$ cat config.mk
export PLATFORM = sky130hd
export DESIGN_NAME = adder32_accum
export DESIGN_NICKNAME = d
export VERILOG_FILES = /design/src/rtl/adder32_accum.sv
export SDC_FILE = /design/constraint.sdc
export NUM_CORES = 1
export LEC_CHECK = 0
export BUFFER_PORTS_ARGS = -buffer_cell sky130_fd_sc_hd__buf_2
export CORE_MARGIN = 8
export CORE_UTILIZATION = 51
export CTS_CLUSTER_SIZE = 40
export DETAILED_ROUTE_END_ITERATION = 10
export HOLD_SLACK_MARGIN = 0.03
export MAX_ROUTING_LAYER = met4
export PLACE_DENSITY = 0.86
export SLEW_MARGIN = 10
export SYNTH_ARGS = -nofsm -noshare
export SYNTH_HDL_FRONTEND = slang
export SYNTH_SLANG_ARGS = --single-unit
$ cat constraint.sdc
create_clock -name clk -period 12 [get_ports clk]
set_input_delay 1.8 -clock clk [delete_from_list [all_inputs] [get_ports clk]]
set_output_delay 1.8 -clock clk [all_outputs]
set_load 0.05 [all_outputs]
$ cat src/rtl/adder32_accum.sv
// Packet accumulator: sums a stream of 32-bit operands through the shared ripple adder
// and reports sum, carry-out count, beat count and truncation once per packet.
`timescale 1ns/1ps

module adder32 (
  output logic [31:0] s,
  output logic        co,
  input  logic [31:0] a,
  input  logic [31:0] b,
  input  logic        ci
);
  logic [32:0] c;

  assign c[0] = ci;

  generate
    for (genvar gi = 0; gi < 32; gi++) begin : g_bit
      assign s[gi]    = a[gi] ^ b[gi] ^ c[gi];
      assign c[gi+1]  = (a[gi] & b[gi]) | (c[gi] & (a[gi] ^ b[gi]));
    end
  endgenerate

  assign co = c[32];
endmodule

module adder32_accum #(
  parameter int MAX_LEN = 16
) (
  input  logic        clk,
  input  logic        rst_n,
  input  logic        in_valid,
  output logic        in_ready,
  input  logic [31:0] in_data,
  input  logic        in_last,
  output logic        out_valid,
  input  logic        out_ready,
  output logic [31:0] out_sum,
  output logic [7:0]  out_carries,
  output logic [7:0]  out_count,
  output logic        out_trunc
);
  typedef enum logic [1:0] {IDLE, ACCUM, DONE} state_t;

  localparam logic [7:0] MAX_CNT = 8'(MAX_LEN);

  state_t      state_reg, state_next;
  logic [31:0] acc_reg, acc_next;
  logic [7:0]  carries_reg, carries_next;
  logic [7:0]  count_reg, count_next;
  logic [31:0] out_sum_reg, out_sum_next;
  logic [7:0]  out_carries_reg, out_carries_next;
  logic [7:0]  out_count_reg, out_count_next;
  logic        out_trunc_reg, out_trunc_next;

  logic [31:0] add_s;
  logic        add_co;
  logic        accept;
  logic [7:0]  carries_inc;
  logic [7:0]  count_inc;

  adder32 u_adder (
    .s  (add_s),
    .co (add_co),
    .a  (acc_reg),
    .b  (in_data),
    .ci (1'b0)
  );

  // A pending result only lets a new beat in when it is retiring the same cycle.
  assign in_ready  = (state_reg != DONE) || out_ready;
  assign out_valid = (state_reg == DONE);
  assign accept    = in_valid && in_ready;

  assign carries_inc = (carries_reg == 8'hFF) ? 8'hFF : carries_reg + {7'b0, add_co};
  assign count_inc   = count_reg + 8'd1;

  always_comb begin
    state_next       = state_reg;
    acc_next         = acc_reg;
    carries_next     = carries_reg;
    count_next       = count_reg;
    out_sum_next     = out_sum_reg;
    out_carries_next = out_carries_reg;
    out_count_next   = out_count_reg;
    out_trunc_next   = out_trunc_reg;

    case (state_reg)
      IDLE, DONE: begin
        if (state_reg == DONE && out_ready) state_next = IDLE;
        if (accept) begin
          acc_next     = in_data;
          carries_next = 8'd0;
          count_next   = 8'd1;
          if (in_last) begin
            state_next       = DONE;
            out_sum_next     = in_data;
            out_carries_next = 8'd0;
            out_count_next   = 8'd1;
            out_trunc_next   = 1'b0;
          end else begin
            state_next = ACCUM;
          end
        end
      end
      ACCUM: begin
        if (accept) begin
          acc_next     = add_s;
          carries_next = carries_inc;
          count_next   = count_inc;
          if (in_last || count_inc == MAX_CNT) begin
            state_next       = DONE;
            out_sum_next     = add_s;
            out_carries_next = carries_inc;
            out_count_next   = count_inc;
            out_trunc_next   = !in_last;
          end
        end
      end
      default: state_next = IDLE;
    endcase
  end

  always_ff @(posedge clk or negedge rst_n) begin
    if (!rst_n) begin
      state_reg       <= IDLE;
      acc_reg         <= 32'd0;
      carries_reg     <= 8'd0;
      count_reg       <= 8'd0;
      out_sum_reg     <= 32'd0;
      out_carries_reg <= 8'd0;
      out_count_reg   <= 8'd0;
      out_trunc_reg   <= 1'b0;
    end else begin
      state_reg       <= state_next;
      acc_reg         <= acc_next;
      carries_reg     <= carries_next;
      count_reg       <= count_next;
      out_sum_reg     <= out_sum_next;
      out_carries_reg <= out_carries_next;
      out_count_reg   <= out_count_next;
      out_trunc_reg   <= out_trunc_next;
    end
  end

  assign out_sum     = out_sum_reg;
  assign out_carries = out_carries_reg;
  assign out_count   = out_count_reg;
  assign out_trunc   = out_trunc_reg;
endmodule

==> flow_summary.toml, run 1 <==
[global_routing]
number_of_global_route_vias_before_repair = 3877
grt_max_degree = 54
globalRouteTotalUtil_pct = 18.13
m1_gr_usage_pct = 21.74
busiest_layer = "met2"
grt.overflow.total = 0
global_route_wire_length_before_repair_mm = 18.82
gr-usage-met3_pct = 3.619
groute.layer.met2.usage_pct = 30.05
number_of_antenna_violations_at_the_first_check_in_global_routing = 0

[drt]
first_pass_iters = 5
drt_wl_total_mm = 11.01
wl_per_cell_um = 16.79
drcViolationCount = 0
final_antenna_net_count = 0
initialDrtViolationCount = 160
post_drt_via_cell_ratio = 5.381
vias = 3530

[clock_network]
cts_root_buffer = "sky130_fd_sc_hd__clkbuf_8"
cts_post_setup_buffers_inserted = 0
cts_tree = "done"
path_clk_slew_ns = 0.09
h_tree_lvls = 3
numCtsBuffers = 9
clock_sink_count = 99
cts_buffer_depth = 2
clkLatencyLatePin_ns = 0.36

[setup_path]
critical_path_required_ns = 12.25
rr_startpoint = "acc_reg[0]"
worst-r2r-cell-count = 40
critical_path.startpoint_type = "primary input"
crit_fanout = 3
path_common_cell = "sky130_fd_sc_hd__fa_2"
cp-end-kind = "register"
crit_type = "primary input to register"
critical_path.slowest_cell = "sky130_fd_sc_hd__fa_2"
worst-endpoint-arrival_ns = 13.46
timing.critical_path.from = "in_data[0]"
delay_of_the_slowest_cell_on_the_worst_path_ns = 0.36

[pwr]
power.share.clock_pct = 15.3
internal-power_uw = 742.5
vdd.ir_drop.worst_uv = 98.17
net_switching_power_uw = 558.6
seq_power_share_pct = 38.8
p_sw_share_pct = 42.93
leakagePower_nw = 2.889
power-per-cell-area_nw_per_um2 = 215.7
comb_power_share_pct = 45.9

[place]
placement.io_buffers = 87
detailedPlacementHpwl_mm = 8.055
finalWeightedCongestion = 0.8323

[min_path]
hold_path.class = "register to register"
whs_path_depth = 1
worst_hold_startpoint = "out_sum[10]"

[sta]
rsz_0062_raised_after_global_routing = "true"
setup_violations = 24
slew_headroom_pct = 54.49
final_min_period_over_clock_period_pct = 110.1
setup_ws_ns = -1.210
period_needed_ns = 13.21
max_clock_freq_mhz = 75.70
finalClockSkew_ns = 0.009766
maxSlewViolCount = 0
hold_violations = 0
final.setup.tns_ns = -20.28
tightestPinTransition_ns = 0.6826
hold_slack_ns = 0.4921

[floorplanning]
die-height_um = 116.4
num_io_pins = 88
rows = 36
core_area_um2 = 9774
fp.dieW_um = 116.4
initial_core_util_pct = 52.55
fp.dieArea_um2 = 13540

[layout]
final_common_cell = "sky130_fd_sc_hd__nand2_1"
drive_above_1_share_pct = 42.64
layout.cells.most_common_list = "104 x sky130_fd_sc_hd__nand2_1, 99 x sky130_fd_sc_hd__dfrtp_1, 85 x sky130_fd_sc_hd__buf_2"
nets = 591
area_growth_pct = 17.42
antennaDiodeCount = 0

[synthesis]
asyncSetResetFlopFracSynth_pct = 100.0
synth-edff-count = 0
netlist_area_before_placement_um2 = 5136
synth.lib_cells_used.distinct = 44
ys_seq_area_share_pct = 48.23
synth_fp_nets = 509
synth_flop_cell = "sky130_fd_sc_hd__dfrtp_1"
syn_inst = 437
synth_warnings = 0
syn_area_per_cell_um2 = 11.75
synth_seq_cells = 99

[status]
violations = "negative setup slack"
status = "finished with violations"

[job]
max_cap_violations = 0
## synth_stat cells (2+ instances only)
| cell | n | area (um2) |
|---|---|---|
| sky130_fd_sc_hd__o21ai_0 | 13 | 65.06 |
| sky130_fd_sc_hd__nor2_1 | 12 | 45.04 |
| sky130_fd_sc_hd__a22o_1 | 9 | 78.83 |
| sky130_fd_sc_hd__nand3_1 | 8 | 40.04 |
| sky130_fd_sc_hd__mux2_2 | 52 | 585.6 |
| sky130_fd_sc_hd__a32o_1 | 2 | 20.02 |
| sky130_fd_sc_hd__and3_1 | 3 | 18.77 |
| sky130_fd_sc_hd__o22a_2 | 2 | 20.02 |
| sky130_fd_sc_hd__clkbuf_1 | 11 | 41.29 |
| sky130_fd_sc_hd__fa_1 | 31 | 620.6 |
| sky130_fd_sc_hd__mux2_4 | 4 | 60.06 |
| sky130_fd_sc_hd__dfrtp_1 | 99 | 2477 |
| sky130_fd_sc_hd__mux2i_1 | 6 | 60.06 |
| sky130_fd_sc_hd__nor2b_1 | 2 | 12.51 |
| sky130_fd_sc_hd__ha_1 | 4 | 50.05 |
| sky130_fd_sc_hd__buf_8 | 2 | 30.03 |
| sky130_fd_sc_hd__mux2_1 | 3 | 33.78 |
| sky130_fd_sc_hd__buf_1 | 3 | 11.26 |
| sky130_fd_sc_hd__a21o_1 | 9 | 67.56 |
| sky130_fd_sc_hd__o2bb2ai_1 | 2 | 17.52 |
| sky130_fd_sc_hd__a21oi_1 | 8 | 40.04 |
| sky130_fd_sc_hd__inv_1 | 15 | 56.30 |
| sky130_fd_sc_hd__buf_6 | 2 | 22.52 |
| sky130_fd_sc_hd__xnor2_1 | 3 | 26.28 |
| sky130_fd_sc_hd__o32ai_1 | 3 | 26.28 |
| sky130_fd_sc_hd__nand2_1 | 105 | 394.1 |
| sky130_fd_sc_hd__xor2_1 | 7 | 61.31 |
## layout make-up
cell class | count | area (um2)
fillers | 800 | 3744
flip-flops and latches | 99 | 2477
well taps | 133 | 166.4
inverters | 15 | 56.30
multi-input cells | 302 | 2666
repair buffers | 92 | 485.5
clock inverters | 2 | 10.01
clock buffers | 13 | 168.9
## power groups by stage
stage               clock, mW  combinational, mW  sequential, mW
detailed placement          0              0.599           0.513
global route            0.220              0.654           0.520
global placement            0              0.568           0.505
CTS                     0.206              0.600           0.507
floorplan                   0              0.269           0.685
finish                  0.199              0.597           0.505
## metal layers
metal | wire length, um | up-vias
met5 | 0 | -
met2 | 5565 | 99
met3 | 688 | 14
li1 | - | 1640
met4 | 152 | 0
met1 | 4605 | 1777
## critical path, delay by kind of cell
kind,cells,cell delay (ns)
AOI/OAI and AO/OA,2,0.30
buffers and inverters,3,0.20
xor gates and xnor gates,1,0.17
adders and majority gates,33,10.70
and+or+nand+nor,2,0.26
## logic make-up after synthesis
logic type,count (synthesis),synth area share [%]
flip-flops,99,48.23
AND/OR/NAND/NOR,140,11.64
buffers and inverters,36,3.483
multiplexers,65,14.40
XOR/XNOR,10,1.705
AO/OA/AOI/OAI,52,7.479
adder cells (fa/ha/maj),35,13.06
## timing repair
action,CTS,global route
pin swaps,7,5
resized for setup,5,8
gates cloned,0,0
setup endpoints to repair,24,24
hold buffers,0,0
## per-stage QoR
stage / setup WS, ns / util [%] / cells / cell area [um2] / power (mW)
2_1_floorplan: -1.017 / - / 437 / 5279 / 0.9547
3_3_place_gp: -1.419 / 59.32 / 641 / 5798 / 1.074
3_5_place_dp: -1.532 / 59.32 / 641 / 5798 / 1.112
4_1_cts: -1.190 / 61.41 / 656 / 6002 / 1.313
5_1_grt: -1.474 / 61.70 / 656 / 6031 / 1.394
6_report: -1.210 / 61.70 / 656 / 6031 / 1.301
## path summary, 6_finish.rpt
kind	slack [ns]	to
max	-1.21	out_carries[5]
min	0.49	out_sum[10]
max reg2reg	-0.11	out_carries[5]
min reg2reg	0.49	out_sum[10]
max in group asynchronous	9.49	carries_reg[6]
min in group asynchronous	1.43	out_sum[7]
Power figures use the tool's default switching activity.
==> run 2: changes to the inputs <==
Clock period 12 ns to 12.1 ns, I/O delays scaled along.
==> run 2 against run 1 <==
Effect of this change:
- the flow still finishes with violations (negative setup slack)
- routed wire length increased by 0.45%
- highest routed layer unchanged
- sequential share of layout area decreased by 0.15 points
- hold slack about the same
- power increased by 0.15%
- register-to-register slack improved by 0.08 ns
- clock-buffer cell count increased by 1
- clock power increased by 6%
==> flow_summary.toml, run 2 (synthesized netlist as in run 1, its figures left out) <==
[status]
status = "finished with violations"
violations = "negative setup slack"

[clock_network]
cts_hold_buffers = 0
h_tree_lvls = 3
cts_root_buffer = "sky130_fd_sc_hd__clkbuf_8"
numCtsBuffers = 9
clock_sink_count = 99
cts_buffer_depth = 2
clkLatencyLatePin_ns = 0.36
cts_post_setup_buffers_inserted = 0
cts_tree = "done"
path_clk_slew_ns = 0.08

[floorplanning]
initial_core_util_pct = 52.55
die-height_um = 116.4
core_area_um2 = 9774
num_io_pins = 88
fp.dieW_um = 116.4
rows = 36
fp.dieArea_um2 = 13540

[drt]
drcViolationCount = 0
first_pass_iters = 4
drt_wl_total_mm = 11.06
final_antenna_net_count = 0
initialDrtViolationCount = 177
wl_per_cell_um = 16.86
post_drt_via_cell_ratio = 5.375
vias = 3526

[sta]
hold_slack_ns = 0.4917
slew_headroom_pct = 56.05
maxSlewViolCount = 0
rsz_0062_raised_after_global_routing = "true"
hold_violations = 0
setup_ws_ns = -1.140
final.setup.tns_ns = -18.60
max_clock_freq_mhz = 75.53
tightestPinTransition_ns = 0.6592
setup_violations = 24
finalClockSkew_ns = 0.007171
period_needed_ns = 13.24
final_min_period_over_clock_period_pct = 109.4

[setup_path]
critical_path.startpoint_type = "primary input"
delay_of_the_slowest_cell_on_the_worst_path_ns = 0.36
crit_type = "primary input to register"
worst-endpoint-arrival_ns = 13.49
path_common_cell = "sky130_fd_sc_hd__fa_2"
critical_path.slowest_cell = "sky130_fd_sc_hd__fa_2"
cp-end-kind = "register"
crit_fanout = 3
critical_path_required_ns = 12.35

[place]
finalWeightedCongestion = 0.8323
detailedPlacementHpwl_mm = 8.068
pre_cts_ws_ns = -1.462
placement.io_buffers = 87

[job]
max_cap_violations = 0

[global_routing]
grt.overflow.total = 0
number_of_global_route_vias_before_repair = 3919
number_of_antenna_violations_at_the_first_check_in_global_routing = 0
grt_max_degree = 54
global_route_wire_length_before_repair_mm = 18.84
globalRouteTotalUtil_pct = 18.20

[pwr]
power-per-cell-area_nw_per_um2 = 215.3
design_power_total_mw = 1.303
leakagePower_nw = 2.899
vdd.ir_drop.worst_uv = 104.6

[layout]
nets = 591
final_common_cell = "sky130_fd_sc_hd__nand2_1"
antennaDiodeCount = 0
drive_above_1_share_pct = 43.02
fillcell_total = 795
layout.cells.most_common_list = "104 x sky130_fd_sc_hd__nand2_1, 99 x sky130_fd_sc_hd__dfrtp_1, 85 x sky130_fd_sc_hd__buf_2"
multi_input_area_um2 = 2670
area_growth_pct = 17.86
ff_latch_area_um2 = 2477

[min_path]
hold_path.class = "register to register"
## run 2: cell types whose count changed in the layout (fill, tap and decap cells not counted), sizes merged
cell / delta
clkbuf: +1
clkinv: -1
## run 2: cell type report
type | count | area share, %
multi-input cells | 302 | 44.11
clock buffers | 14 | 3.183
flip-flops and latches | 99 | 40.93
inverters | 15 | 0.9301
repair buffers | 92 | 8.020
clock inverters | 1 | 0.08268
well taps | 133 | 2.749
## run 2: through the flow
stage	cell area [um2]	cells	utilization [%]
floorplan	5279	437	-
global placement	5798	641	59.32
detailed placement	5798	641	59.32
CTS	6013	656	61.52
global route	6053	656	61.93
finish	6053	656	61.93
## run 2: layer usage
layer | routed length, um | vias to the layer above | part of all wire, % | track usage, %
met5 | 0 | - | 0 | -
met2 | 5536 | 90 | 50 | 30.01
li1 | - | 1634 | - | -
met1 | 4741 | 1788 | 43 | 21.75
met3 | 610 | 14 | 5.5 | 3.413
met4 | 172 | 0 | 1.6 | 7.087
## run 2: critical path, delay by kind of cell
family,cells,cell delay (ns)
buffers and inverters,3,0.22
AND/OR/NAND/NOR,1,0.09
XOR/XNOR,1,0.15
adder cells (fa/ha/maj),34,10.85
AO/OA/AOI/OAI,2,0.33
## run 2: where the power goes
group	switching, mW	internal (mW)
clock network	0.108	0.102
registers	0.0712	0.430
logic	0.375	0.216
## run 2: final timing paths
| check | start | end | slack (ns) | depth (start not counted) |
|---|---|---|---|---|
| max in group asynchronous | rst_n | out_carries[2] | 9.55 | 2 |
| worst min-delay path | out_sum[10] | out_sum[10] | 0.49 | 1 |
| min in group asynchronous | rst_n | out_sum[7] | 1.46 | 1 |
| worst max register to register | acc_reg[0] | out_carries[4] | -0.03 | 40 |
| worst max-delay path | in_data[0] | out_carries[4] | -1.14 | 41 |
| worst min register to register | out_sum[10] | out_sum[10] | 0.49 | 1 |
## run 2: what timing repair did
item                                    4_1_cts  5_1_grt
endpoints found under the hold margin         0        0
resized for setup                             4       10
endpoints found under the setup margin       22       24
pin swaps                                     3        4
